==> src/rtl/ddfs_phase_core_if.sv <==
// Tuning/sample bus of the DDFS phase core.
// The optional square_out signal is present only when DDFS_SQUARE_OUT_EN is defined.
interface ddfs_phase_core_if #(
  parameter int unsigned DAC_WIDTH = 8
);
  logic [6:0]           fw;
  logic [2:0]           freq_control;
  logic                 enable;
  logic [DAC_WIDTH-1:0] dac_out;
  logic                 sample_valid;
  logic                 phase_wrap;
  logic                 update_ack;
`ifdef DDFS_SQUARE_OUT_EN
  logic                 square_out;

  modport master (
    output fw, freq_control, enable,
    input  dac_out, sample_valid, phase_wrap, update_ack, square_out
  );
  modport slave (
    input  fw, freq_control, enable,
    output dac_out, sample_valid, phase_wrap, update_ack, square_out
  );
`else
  modport master (
    output fw, freq_control, enable,
    input  dac_out, sample_valid, phase_wrap, update_ack
  );
  modport slave (
    input  fw, freq_control, enable,
    output dac_out, sample_valid, phase_wrap, update_ack
  );
`endif
endinterface

==> src/rtl/ddfs_phase_core.sv <==
// DDFS phase core: prescaled phase accumulator feeding a quarter-wave sine ROM.
// Tuning changes are taken over only at phase wrap to keep the output phase-continuous.
// Optional feature macro: DDFS_SQUARE_OUT_EN adds square_out (acc MSB aligned with dac_out).
module ddfs_phase_core #(
  parameter int unsigned ACC_WIDTH      = 24,
  parameter int unsigned LUT_ADDR_WIDTH = 8,
  parameter int unsigned DAC_WIDTH      = 8
) (
  input logic              clk,
  input logic              rst_n,
  ddfs_phase_core_if.slave bus
);

  localparam int unsigned MAG_W = DAC_WIDTH - 1;
  localparam int unsigned DEPTH = 1 << LUT_ADDR_WIDTH;
  localparam logic [DAC_WIDTH-1:0] MID = {1'b1, {(DAC_WIDTH-1){1'b0}}};

  // Quarter-wave magnitude table, sampled at the centre of each address bin.
  logic [MAG_W-1:0] w_rom [DEPTH];
  for (genvar gi = 0; gi < DEPTH; gi++) begin : g_rom
    localparam real ANG = 1.5707963267948966 * (real'(gi) + 0.5) / real'(DEPTH);
    localparam real AMP = real'((1 << MAG_W) - 1);
    localparam int  MAG = $rtoi(AMP * $sin(ANG) + 0.5);
    assign w_rom[gi] = MAG[MAG_W-1:0];
  end

  logic [6:0]           r_fw_sh, r_fw_act;
  logic [2:0]           r_fc_sh, r_fc_act;
  logic [6:0]           r_presc;
  logic [ACC_WIDTH-1:0] r_acc;
  logic                 r_wrap, r_ack;

  logic [6:0]           w_limit;
  logic [ACC_WIDTH:0]   w_sum;
  logic                 w_tick, w_carry, w_load, w_fc_chg, w_chg;
  logic [1:0]           w_q;
  logic [LUT_ADDR_WIDTH-1:0] w_addr;

  // Tick/wrap/load decisions for the current cycle.
  always_comb begin
    w_limit  = 7'((8'd1 << r_fc_act) - 8'd1);
    w_tick   = bus.enable && (r_presc == w_limit);
    w_sum    = {1'b0, r_acc} + {{(ACC_WIDTH-6){1'b0}}, r_fw_act};
    w_carry  = w_tick && w_sum[ACC_WIDTH];
    w_load   = !bus.enable || (r_fw_act == '0) || w_carry;
    w_fc_chg = w_load && (r_fc_sh != r_fc_act);
    w_chg    = w_load && ((r_fw_sh != r_fw_act) || (r_fc_sh != r_fc_act));
    w_q      = r_acc[ACC_WIDTH-1 -: 2];
    w_addr   = r_acc[ACC_WIDTH-3 -: LUT_ADDR_WIDTH];
    if (w_q[0]) w_addr = ~w_addr;
  end

  // Shadow/active tuning registers, prescaler and phase accumulator.
  always_ff @(posedge clk or negedge rst_n) begin
    if (!rst_n) begin
      r_fw_sh  <= '0;
      r_fc_sh  <= '0;
      r_fw_act <= '0;
      r_fc_act <= '0;
      r_presc  <= '0;
      r_acc    <= '0;
      r_wrap   <= 1'b0;
      r_ack    <= 1'b0;
    end else begin
      r_fw_sh <= bus.fw;
      r_fc_sh <= bus.freq_control;
      if (w_load) begin
        r_fw_act <= r_fw_sh;
        r_fc_act <= r_fc_sh;
      end
      if (!bus.enable || w_fc_chg || w_tick) r_presc <= '0;
      else                                   r_presc <= r_presc + 7'd1;
      if (!bus.enable)  r_acc <= '0;
      else if (w_tick)  r_acc <= w_sum[ACC_WIDTH-1:0];
      r_wrap <= w_carry;
      r_ack  <= w_chg;
    end
  end

  logic                      r_v1, r_v2, r_v3, r_en1, r_en2;
  logic [1:0]                r_q1, r_q2;
  logic [LUT_ADDR_WIDTH-1:0] r_a1;
  logic [MAG_W-1:0]          r_mag;
  logic [DAC_WIDTH-1:0]      r_dac;

  // Phase-to-amplitude pipeline; a disabled core feeds phase 0 so dac_out drains to midscale.
  always_ff @(posedge clk or negedge rst_n) begin
    if (!rst_n) begin
      r_v1  <= 1'b0;
      r_v2  <= 1'b0;
      r_v3  <= 1'b0;
      r_en1 <= 1'b0;
      r_en2 <= 1'b0;
      r_q1  <= '0;
      r_q2  <= '0;
      r_a1  <= '0;
      r_mag <= '0;
      r_dac <= MID;
    end else begin
      r_v1  <= w_tick;
      r_en1 <= bus.enable;
      r_q1  <= bus.enable ? w_q : 2'b00;
      r_a1  <= bus.enable ? w_addr : '0;
      r_v2  <= r_v1;
      r_en2 <= r_en1;
      r_q2  <= r_q1;
      r_mag <= w_rom[r_a1];
      r_v3  <= r_v2;
      if (r_v2 || !r_en2) begin
        if (r_q2[1]) r_dac <= MID - {1'b0, r_mag};
        else         r_dac <= MID + {1'b0, r_mag};
      end
    end
  end

`ifdef DDFS_SQUARE_OUT_EN
  logic r_sq;

  // Square output taken from the S2 quadrant bit so it lines up with dac_out.
  always_ff @(posedge clk or negedge rst_n) begin
    if (!rst_n) r_sq <= 1'b0;
    else        r_sq <= r_q2[1];
  end

  assign bus.square_out = r_sq;
`endif

  assign bus.dac_out      = r_dac;
  assign bus.sample_valid = r_v3;
  assign bus.phase_wrap   = r_wrap;
  assign bus.update_ack   = r_ack;

endmodule

==> src/flat_wrapper.sv <==
// flat-port wrapper written by rule: the top's interface ports become plain ports
module ddfs_phase_core_flat 
#(
  parameter int unsigned ACC_WIDTH      = 24,
  parameter int unsigned LUT_ADDR_WIDTH = 8,
  parameter int unsigned DAC_WIDTH      = 8
)
  (clk, rst_n, bus_fw, bus_freq_control, bus_enable, bus_dac_out, bus_sample_valid, bus_phase_wrap, bus_update_ack);
  ddfs_phase_core_if #(.DAC_WIDTH(DAC_WIDTH)) bus_i ();
  input logic clk;
  input logic rst_n;
  input wire logic [$bits(bus_i.fw)-1:0] bus_fw;
  input wire logic [$bits(bus_i.freq_control)-1:0] bus_freq_control;
  input wire logic [$bits(bus_i.enable)-1:0] bus_enable;
  output wire logic [$bits(bus_i.dac_out)-1:0] bus_dac_out;
  output wire logic [$bits(bus_i.sample_valid)-1:0] bus_sample_valid;
  output wire logic [$bits(bus_i.phase_wrap)-1:0] bus_phase_wrap;
  output wire logic [$bits(bus_i.update_ack)-1:0] bus_update_ack;
  assign bus_i.fw = bus_fw;
  assign bus_i.freq_control = bus_freq_control;
  assign bus_i.enable = bus_enable;
  assign bus_dac_out = bus_i.dac_out;
  assign bus_sample_valid = bus_i.sample_valid;
  assign bus_phase_wrap = bus_i.phase_wrap;
  assign bus_update_ack = bus_i.update_ack;
  ddfs_phase_core #(.ACC_WIDTH(ACC_WIDTH), .LUT_ADDR_WIDTH(LUT_ADDR_WIDTH), .DAC_WIDTH(DAC_WIDTH)) u_core (.clk(clk), .rst_n(rst_n), .bus(bus_i));
endmodule
==> config.mk <==
export PLATFORM = sky130hd
export DESIGN_NAME = ddfs_phase_core_flat
export DESIGN_NICKNAME = d
export VERILOG_FILES = /design/src/rtl/ddfs_phase_core_if.sv /design/src/rtl/ddfs_phase_core.sv /design/src/flat_wrapper.sv
export SDC_FILE = /design/constraint.sdc
export NUM_CORES = 1
export LEC_CHECK = 0
export BUFFER_PORTS_ARGS = -buffer_cell sky130_fd_sc_hd__buf_2
export CAP_MARGIN = 10
export CORE_AREA = 2 2 135 137
export CTS_CLUSTER_DIAMETER = 150
export DETAILED_ROUTE_END_ITERATION = 6
export DIE_AREA = 0 0 137 139
export PLACE_DENSITY = 0.5
export RECOVER_POWER = 50
export SLEW_MARGIN = 20
export SYNTH_ARGS = -nofsm -noshare
export SYNTH_HDL_FRONTEND = slang
export SYNTH_SLANG_ARGS = --single-unit
==> constraint.sdc <==
create_clock -name clk -period 3.03 [get_ports clk]
set_input_delay 0.303 -clock clk [delete_from_list [all_inputs] [get_ports clk]]
set_output_delay 0.303 -clock clk [all_outputs]
set_load 0.01 [all_outputs]
# [Word-level counts from Yosys, hierarchy flattened]
# Memories as Yosys holds them, arrays and structs flattened. A register that Yosys moved wholly into a read port is not among the register bits.
# Cells that the tools add are included.
[totals] register_bits=78 mem_bits_ro=1792 in_bits=13 output_inout_bits=11 word_cells=51 mem_count=1
[mem_list] memory="(no name shown)" depth=256 width=7 rd=1 rd_clocked_by_memory_dff=1 wr=0 line="ddfs_phase_core.sv:107" rtl="r_mag <= w_rom[r_a1];"
[op_classes] addsub=5 n_eq_ne=4 shift=1 muxes=7 n_bitwise=2 n_reduce_logical=14
[op_table] op="2-to-1 mux 24 bit" count=2
[op_table] op="adder 24 x 7 -> 25 bit" count=1
[op_table] op="2-to-1 mux 8 bit" count=3
[op_table] op="inverter 8 -> 9 bit" count=1
[op_table] op="adder 8 x 7 -> 8 bit, first input constant" count=1
[op_table] op="inverter 8 bit" count=1
[op_table] op="subtractor 8 x 7 -> 8 bit, first input constant" count=1
[op_table] op="adder 7 x 1 -> 7 bit, second input constant" count=1
[op_table] op="equality test 7 bit" count=1
[op_table] op="logical NOT 7 bit" count=1
[op_table] op="2-to-1 mux 7 bit" count=1
[op_table] op="inequality test 7 bit" count=1
[op_table] op="left shift 1 x 3 -> 7 bit, first input constant" count=1
[op_table] op="subtractor 7 x 1 -> 7 bit, second input constant" count=1
[op_table] op="logical OR 1 bit" count=6
[op_table] op="logical AND 1 bit" count=4
[op_table] op="logical NOT 1 bit" count=3
[op_table] op="inequality test 3 bit" count=1
[op_table] op="2-to-1 mux 2 bit" count=1
[op_table] op="inequality test 2 x 1 -> 1 bit, second input constant" count=1

# [Longest topological paths before layout]
# Gate-level depths: netlist (run 1).
[logic_depth] ltp_word=10 ltp_mapped=12 depth_no_buf=9

# [Worst setup path after synthesis (run 1)]
# OpenSTA, ideal clock, no wires.
[synth_path] kind="register to register" from="register u_core.r_fc_act[1]" to="register u_core.r_fc_act[0]" setup_ns=0.125 arrival_time_ns=2.915 t_required_ns=2.905 setup_slack_ns=-0.010 path_stages_with_launch=13 path_buffers=3 period_less_slack_ns=3.040 cell_sequence="dfrtp_1 -> buf_2 -> nor2_1 -> nand2_1 -> ha_1 -> buf_4 -> xnor2_1 -> nand3_1 -> a311o_1 -> a311o_1 -> o31ai_4 -> buf_6 -> mux2_4"
[synth_via] elab_chain_len=6
[synth_rtl] item="start: declaration" line="ddfs_phase_core.sv:28" rtl="logic [2:0] r_fc_sh, r_fc_act;"
[synth_rtl] item="start signal: assignment" line="ddfs_phase_core.sv:69" rtl="r_fc_act <= r_fc_sh;"
[synth_rtl] item="left shift 1 x 3 -> 7 bit" line="ddfs_phase_core.sv:41" rtl="w_limit = 7'((8'd1 << r_fc_act) - 8'd1);"
[synth_rtl] item="subtractor 7 x 1 -> 7 bit" line="ddfs_phase_core.sv:41"
[synth_rtl] item="equality test 7 bit" line="ddfs_phase_core.sv:42" rtl="w_tick = bus.enable && (r_presc == w_limit);"
[synth_rtl] item="logical AND 1 bit" line="ddfs_phase_core.sv:42"
[synth_rtl] item="logical AND 1 bit" line="ddfs_phase_core.sv:44" rtl="w_carry = w_tick && w_sum[ACC_WIDTH];"
[synth_rtl] item="logical OR 1 bit" line="ddfs_phase_core.sv:45" rtl="w_load = !bus.enable || (r_fw_act == '0) || w_carry;"
# Every way passes these cells.
# A chain may end at the register's enable or synchronous reset.

# [Worst setup path in the final report (run 1)]
[layout_path] from="register u_core.r_fc_act[1]" to="register u_core.r_fw_act[0]"
[layout_via] elab_chain_len=6
[layout_rtl] item="left shift 1 x 3 -> 7 bit" line="ddfs_phase_core.sv:41"
[layout_rtl] item="subtractor 7 x 1 -> 7 bit" line="ddfs_phase_core.sv:41"
[layout_rtl] item="equality test 7 bit" line="ddfs_phase_core.sv:42"
[layout_rtl] item="logical AND 1 bit" line="ddfs_phase_core.sv:42"
[layout_rtl] item="logical AND 1 bit" line="ddfs_phase_core.sv:44"
[layout_rtl] item="logical OR 1 bit" line="ddfs_phase_core.sv:45"
[layout_rtl] item="end signal: assignment" line="ddfs_phase_core.sv:68" rtl="r_fw_act <= r_fw_sh;"
[layout_rtl] item="end: declaration" line="ddfs_phase_core.sv:27" rtl="logic [6:0] r_fw_sh, r_fw_act;"
# Every way passes these cells.

==> results of run 1 <==
[layer usage]
layer,share of wire,up-vias
li1,-,2157
met1,0.47,2111
met4,0.017,0
met2,0.48,89
met5,0,-
met3,0.035,16
[power groups by stage]
stage	clock network, mW	logic, mW	registers, mW
final	1.11	0.217	1.16
after global routing	1.20	0.245	1.17
after CTS	1.14	0.218	1.16
after detailed placement	0	0.216	1.18
after global placement	0	0.212	1.18
after floorplan	0	0.148	1.18
[cells in the mapped netlist (all sizes together), types with 3 or more instances]
| master | instances |
|---|---|
| a211oi | 12 |
| a21o | 3 |
| a21oi | 49 |
| a31oi | 5 |
| and2 | 5 |
| and3 | 6 |
| buf | 8 |
| clkbuf | 32 |
| dfrtp | 82 |
| ha | 20 |
| inv | 23 |
| mux2 | 11 |
| mux2i | 5 |
| nand2 | 45 |
| nand2b | 12 |
| nand3 | 24 |
| nand4 | 5 |
| nor2 | 51 |
| nor2b | 6 |
| nor3 | 14 |
| o211ai | 6 |
| o21ai | 36 |
| o221ai | 3 |
| o22ai | 4 |
| o311ai | 3 |
| o31ai | 16 |
| or3 | 11 |
| or4 | 10 |
| xnor2 | 22 |
| xor2 | 16 |
[critical path, stage by stage (launching register included)]
cell and delay (ps):
dfrtp_1 390, nor2_2 150, nand2_1 80, ha_2 230, xnor2_2 150, nand4b_1 200
a311o_1 370, a311o_1 390, o31ai_4 280, buf_12 190, mux2_2 340
[placed cells by master, fill, tap and decap left out, types with 3 or more instances in the layout]
master,n
or3_1,11
o31ai_1,14
o211ai_1,5
and3_1,6
o21ai_0,35
nand4_1,5
o22ai_1,4
ha_1,19
buf_4,26
xnor2_1,21
a21o_1,3
a21oi_1,49
nand3_1,23
inv_1,23
o221ai_1,3
dfrtp_1,82
mux2_4,9
nor2_1,50
mux2i_1,5
nor3_1,14
a211oi_1,11
clkbuf_16,9
buf_2,11
a31oi_1,5
clkbuf_1,12
or4_1,10
nand2b_1,12
nor2b_1,6
xor2_1,16
and2_1,3
nand2_1,45
[timing repair]
item                                    in CTS  in global routing
resized for setup                            0                  4
endpoints found under the hold margin       27                  0
endpoints found under the setup margin       0                 13
buffers inserted                             0                  1
hold buffers                                 1                  0
[final timing paths]
| path | from | slack [ps] | depth (start not counted) | end |
|---|---|---|---|---|
| min reg2reg | u_core.r_q1[1] | 350 | 0 | u_core.r_q2[1] |
| min | bus_fw[0] | 50 | 1 | u_core.r_fw_sh[0] |
| max | u_core.r_fc_act[1] | 160 | 10 | u_core.r_fw_act[0] |
| max in group asynchronous | rst_n | 660 | 3 | u_core.r_acc[17] |
| max reg2reg | u_core.r_fc_act[1] | 160 | 10 | u_core.r_fw_act[0] |
| min in group asynchronous | rst_n | 890 | 2 | u_core.r_presc[2] |
[registers in the layout, indices dropped and copies added (netlist names), 3 cells and up]
register / cells
u_core.bus.dac_out: 8
u_core.r_fc_sh: 3
u_core.r_acc: 24
u_core.r_presc: 7
u_core.r_mag: 7
u_core.r_a1: 8
u_core.r_fc_act: 3
u_core.r_fw_act: 7
u_core.r_fw_sh: 7
[cells by family (layout without fill, tap and decap cells)]
family | count (synthesis) | after routing | synth area share
AND/OR/NAND/NOR | 197 | 197 | 0.187
AO/OA/AOI/OAI | 163 | 163 | 0.205
flip-flops | 83 | 83 | 0.398
buffers and inverters | 63 | 92 | 0.0501
XOR/XNOR | 38 | 38 | 0.0638
adder cells (fa/ha/maj) | 21 | 21 | 0.0518
multiplexers | 17 | 17 | 0.0441
[final cells by class]
| type | count | area share |
|---|---|---|
| Clock inverter | 7 | 0.0128 |
| Sequential cell | 83 | 0.347 |
| Timing Repair Buffer | 53 | 0.0560 |
| Tap cell | 229 | 0.0479 |
| Clock buffer | 9 | 0.0376 |
| Inverter | 23 | 0.0144 |
| Multi-Input combinational cell | 436 | 0.484 |
==> run metrics, run 1 <==
hold_ws 51.4 ps; placer congestion estimate 0.828; max cap viols 1; max_slew headroom -0.0604; placed cells 822; fin crit share 0.948; DIE WIDTH between 100 and 150 um; internal power roughly 1.9 mW; Setup Viol. Count Final 0; Synth Flop Type dfrtp_1; clk root buf clkbuf_16; initial antenna violation count 0; ys async rst share 1.00; Post-synth EDFFs 0; final-layout fill cell count between 1,500 and 2,000; Setup CP Type flip-flop to flip-flop; Initial Util 0.296; Reg power frac 0.467; maximum operating frequency ~350 MHz; Gate power share 0.087; synthesis-to-finish area growth 14.7%; placed cell area ~0.0057 mm^2; share of post-route cells with drive strength above 1 0.129; vias in the first global route 4,326; fin util 0.339; largest area contributor in the netlist dfrtp_1; clock network power share 0.446; Ys Warns 0; Total Power 2.49 mW; CTS tree done; # rows about 50; VDD IR max 0.000316 V; FF/Latch Area 0.00208 mm^2; Worst Path Required approximately 3300 ps; busiest grt layer met2; multi-input combinational cell area roughly 0.0029 mm^2; Mapped Area 0.00522 mm^2; RSZ-0062 raised after global routing no; drt drc 0; GRT Total Usage 0.132; syn_nets between 600 and 700; total number of vias 4,373; design area ~0.006 mm^2; Final Skew approximately 13 ps; PortBufs 23; Inserted Clock Buffers 9; CTS clk-pin slew, worst paths ~70 ps; Final Non-Filler Cells between 800 and 900; number of DRC markers in iteration 0 a little over 400; Leakage approximately 2.4 nW; FF+latch count, synth 83; global-route wire length before repair approximately 20 mm; Worst-Margin Slew between 1500 and 2000 ps; worst hold-check path type input pin to flip-flop; Sum Neg Setup Slack 0 ps; Worst EP arrival ~3100 ps; dpl hpwl around 8.5 mm; Layout Nets 640; Clock Sinks just over 80; P_sw 615 uW; worst slack, placed around 70 ps; Worst setup SP type flip-flop; # IOs 24; clk buf depth 2; PwrDens about 420 mW/mm^2; DR vias/cell roughly 5.2; DIE AREA 0.0190 mm^2; final worst slack 159 ps; Skew-Pair Late Insertion Delay approximately 350 ps; diodes inserted 0; grt ovf 0; failing checks capacitance limit, slew limit; outcome complete, but fails checks; Syn Inst Count 582; sequential fraction of the synthesis area 0.398; Synth top area share 0.393; Die Y 139 um; GRT met2 Usage 0.208; Antenna Nets Post-Route 0; Total Wirelength approximately 12 mm; Sw Ratio 0.247; Core ar. ~0.018 mm^2; met3 Track Usage GR 0.0292; largest net degree at the start of global routing 40; critical path fanouts, max 11; H-tree levels 3; Final min period between 2000 and 3000 ps; endpoints failing hold 0; WL/cell ~14 um; CP Capture Type flip-flop; Unique masters post-synth between 60 and 70; synth top area cells dfrtp_1 (39%), ha_1 (4.8%), a21oi_1 (4.7%); Post-Syn Area per Cell 8.97 um^2; met1 usage 0.175; drt first pass iters 5; final slew viol count 30
No activity file was read; power rests on OpenSTA's default activity.
==> inputs of run 2 (changes only) <==
--- a/config.mk
+++ b/config.mk
@@ -13,6 +13,7 @@
 export DIE_AREA = 0 0 137 139
 export PLACE_DENSITY = 0.5
 export RECOVER_POWER = 50
+export REMOVE_ABC_BUFFERS = 1
 export SLEW_MARGIN = 20
 export SYNTH_ARGS = -nofsm -noshare
 export SYNTH_HDL_FRONTEND = slang
==> run metrics, run 2 (synthesis results as in run 1) <==
CTS tree done; VDD IR max between 0.0002 and 0.0003 V; dpl hpwl ~8.0 mm; Leakage between 2 and 2.5 nW; number of DRC markers in iteration 0 around 330; WL/cell around 14 um; RSZ-0062 raised after global routing no; grt ovf 0; drt drc 0; hold_ws between 70 and 80 ps; fin crit share 0.952; Core ar. between 0.015 and 0.02 mm^2; cts hold-fix bufs 0; max_slew headroom -0.346; Skew-Pair Late Insertion Delay 330 ps; Final min period 2880 ps; Worst-Margin Slew between 2000 and 2500 ps; worst reg2reg startpoint u_core.r_fc_act[1]; Setup CP Type flip-flop to flip-flop; Total Power between 2 and 2.5 mW; most frequent cells in the layout dfrtp_1 (81), nor2_1 (50), a21oi_1 (49); GRT Total Usage 0.130; max cap viols 1; worst hold stages 1; CP Capture Type flip-flop; failing checks capacitance limit, slew limit; Clock Sinks 83; outcome complete, but fails checks; initial antenna violation count 0; Worst Hold Launch bus_freq_control[1]; DR vias/cell around 5.3; critical path fanouts, max 11; # IOs 24; Worst Path Required about 3300 ps; CTS clk-pin slew, worst paths ~60 ps; DIE WIDTH around 140 um; drt first pass iters 5; clk buf depth 2; Worst EP arrival 3100 ps; vias in the first global route a little over 4,000; DIE AREA between 0.015 and 0.02 mm^2; clk root buf clkbuf_16; final-layout fill cell count 1,834; diodes inserted 0; multi-input combinational cell area between 0.002 and 0.003 mm^2; largest net degree at the start of global routing 84; most flop-heavy register u_core.r_acc; Reg2Reg Depth 10; total number of vias 4,405; Inserted Clock Buffers 9; worst hold-check path type input pin to flip-flop; share of post-route cells with drive strength above 1 0.139; placer congestion estimate ~0.81; Final Skew 5.62 ps; endpoints failing hold 0; H-tree levels 3; PwrDens about 400 mW/mm^2; Total Wirelength around 12 mm; max FFs per register 24; final slew viol count 84; Setup Viol. Count Final 0; most common cell after layout, fill and taps aside dfrtp_1; Die Y roughly 140 um; Initial Util 0.296; r2r endpoint u_core.r_fw_act[0]; fin util 0.335; global-route wire length before repair roughly 20 mm; PortBufs 23; Worst setup SP type flip-flop; Antenna Nets Post-Route 0; FF/Latch Area between 0.002 and 0.0025 mm^2; synthesis-to-finish area growth 13.4%; Hold EP u_core.r_fc_sh[1]; Layout Nets between 600 and 700; Worst R2R Setup Slack ~150 ps; maximum operating frequency 347 MHz; # rows between 40 and 50
==> run 2: cell types whose count changed in the layout (fill, tap and decap cells not counted), sizes merged <==
cell	before	now
buf	38	45
bufinv	1	0
clkbuf	23	13
clkinv	2	3
dlygate4sd3	1	0
inv	25	23
==> run 2: critical path, stage by stage (launching register included) <==
cell and delay (ps):
dfrtp_1 380, nor2_2 150, nand2_1 80, ha_2 240
xnor2_2 160, nand4b_1 200, a311o_1 370, a311o_1 380
o31ai_4 280, buf_12 180, mux2_2 330
==> run 2: worst max-delay path by stage <==
stage | start | endpoint
detailed placement | u_core.r_fc_act[1] | u_core.r_fw_act[0]
floorplan | u_core.r_fc_act[1] | u_core.r_fw_act[0]
global placement | u_core.r_fc_act[1] | u_core.r_fw_act[0]
finish | u_core.r_fc_act[1] | u_core.r_fw_act[0]
global route | u_core.r_fc_act[1] | u_core.r_fw_act[0]
CTS | u_core.r_fc_act[1] | u_core.r_fw_act[0]
==> run 2: routing by layer <==
layer / routed length (um) / GRT usage / vias up
li1: - / - / 2142
met1: 5450 / 0.173 / 2131
met2: 5670 / 0.207 / 112
met3: 527 / 0.0281 / 20
met4: 197 / 0.0434 / 0
met5: 0 / 0 / -
==> run 2: what timing repair did <==
item                       4_1_cts  5_1_grt
setup endpoints to repair        0       21
resized for setup                0        6
hold endpoints to repair         0        0
setup buffers                    0        0
==> run 2: metrics by stage <==
step / setup WS, ps / TNS [ps] / area (um^2) / instances
detailed placement: 12.9 / 0 / 5640 / 818
finish: 146 / 0 / 5920 / 834
global route: 14.5 / 0 / 5920 / 834
global placement: 104 / 0 / 5640 / 818
floorplan: -268 / -2260 / 5040 / 542
CTS: 4.20 / 0 / 5900 / 834
==> run 2: cell type report <==
class                   count  area share
multi-input cells         436       0.490
flip-flops and latches     83       0.351
repair buffers             47      0.0518
well taps                 229      0.0484
clock buffers              11      0.0393
inverters                  23      0.0146
clock inverters             5     0.00507
==> run 2: power breakdown <==
| group | switching (mW) | internal, mW |
|---|---|---|
| Sequential | 0.0284 | 1.14 |
| Clock | 0.423 | 0.551 |
| Combinational | 0.116 | 0.0935 |
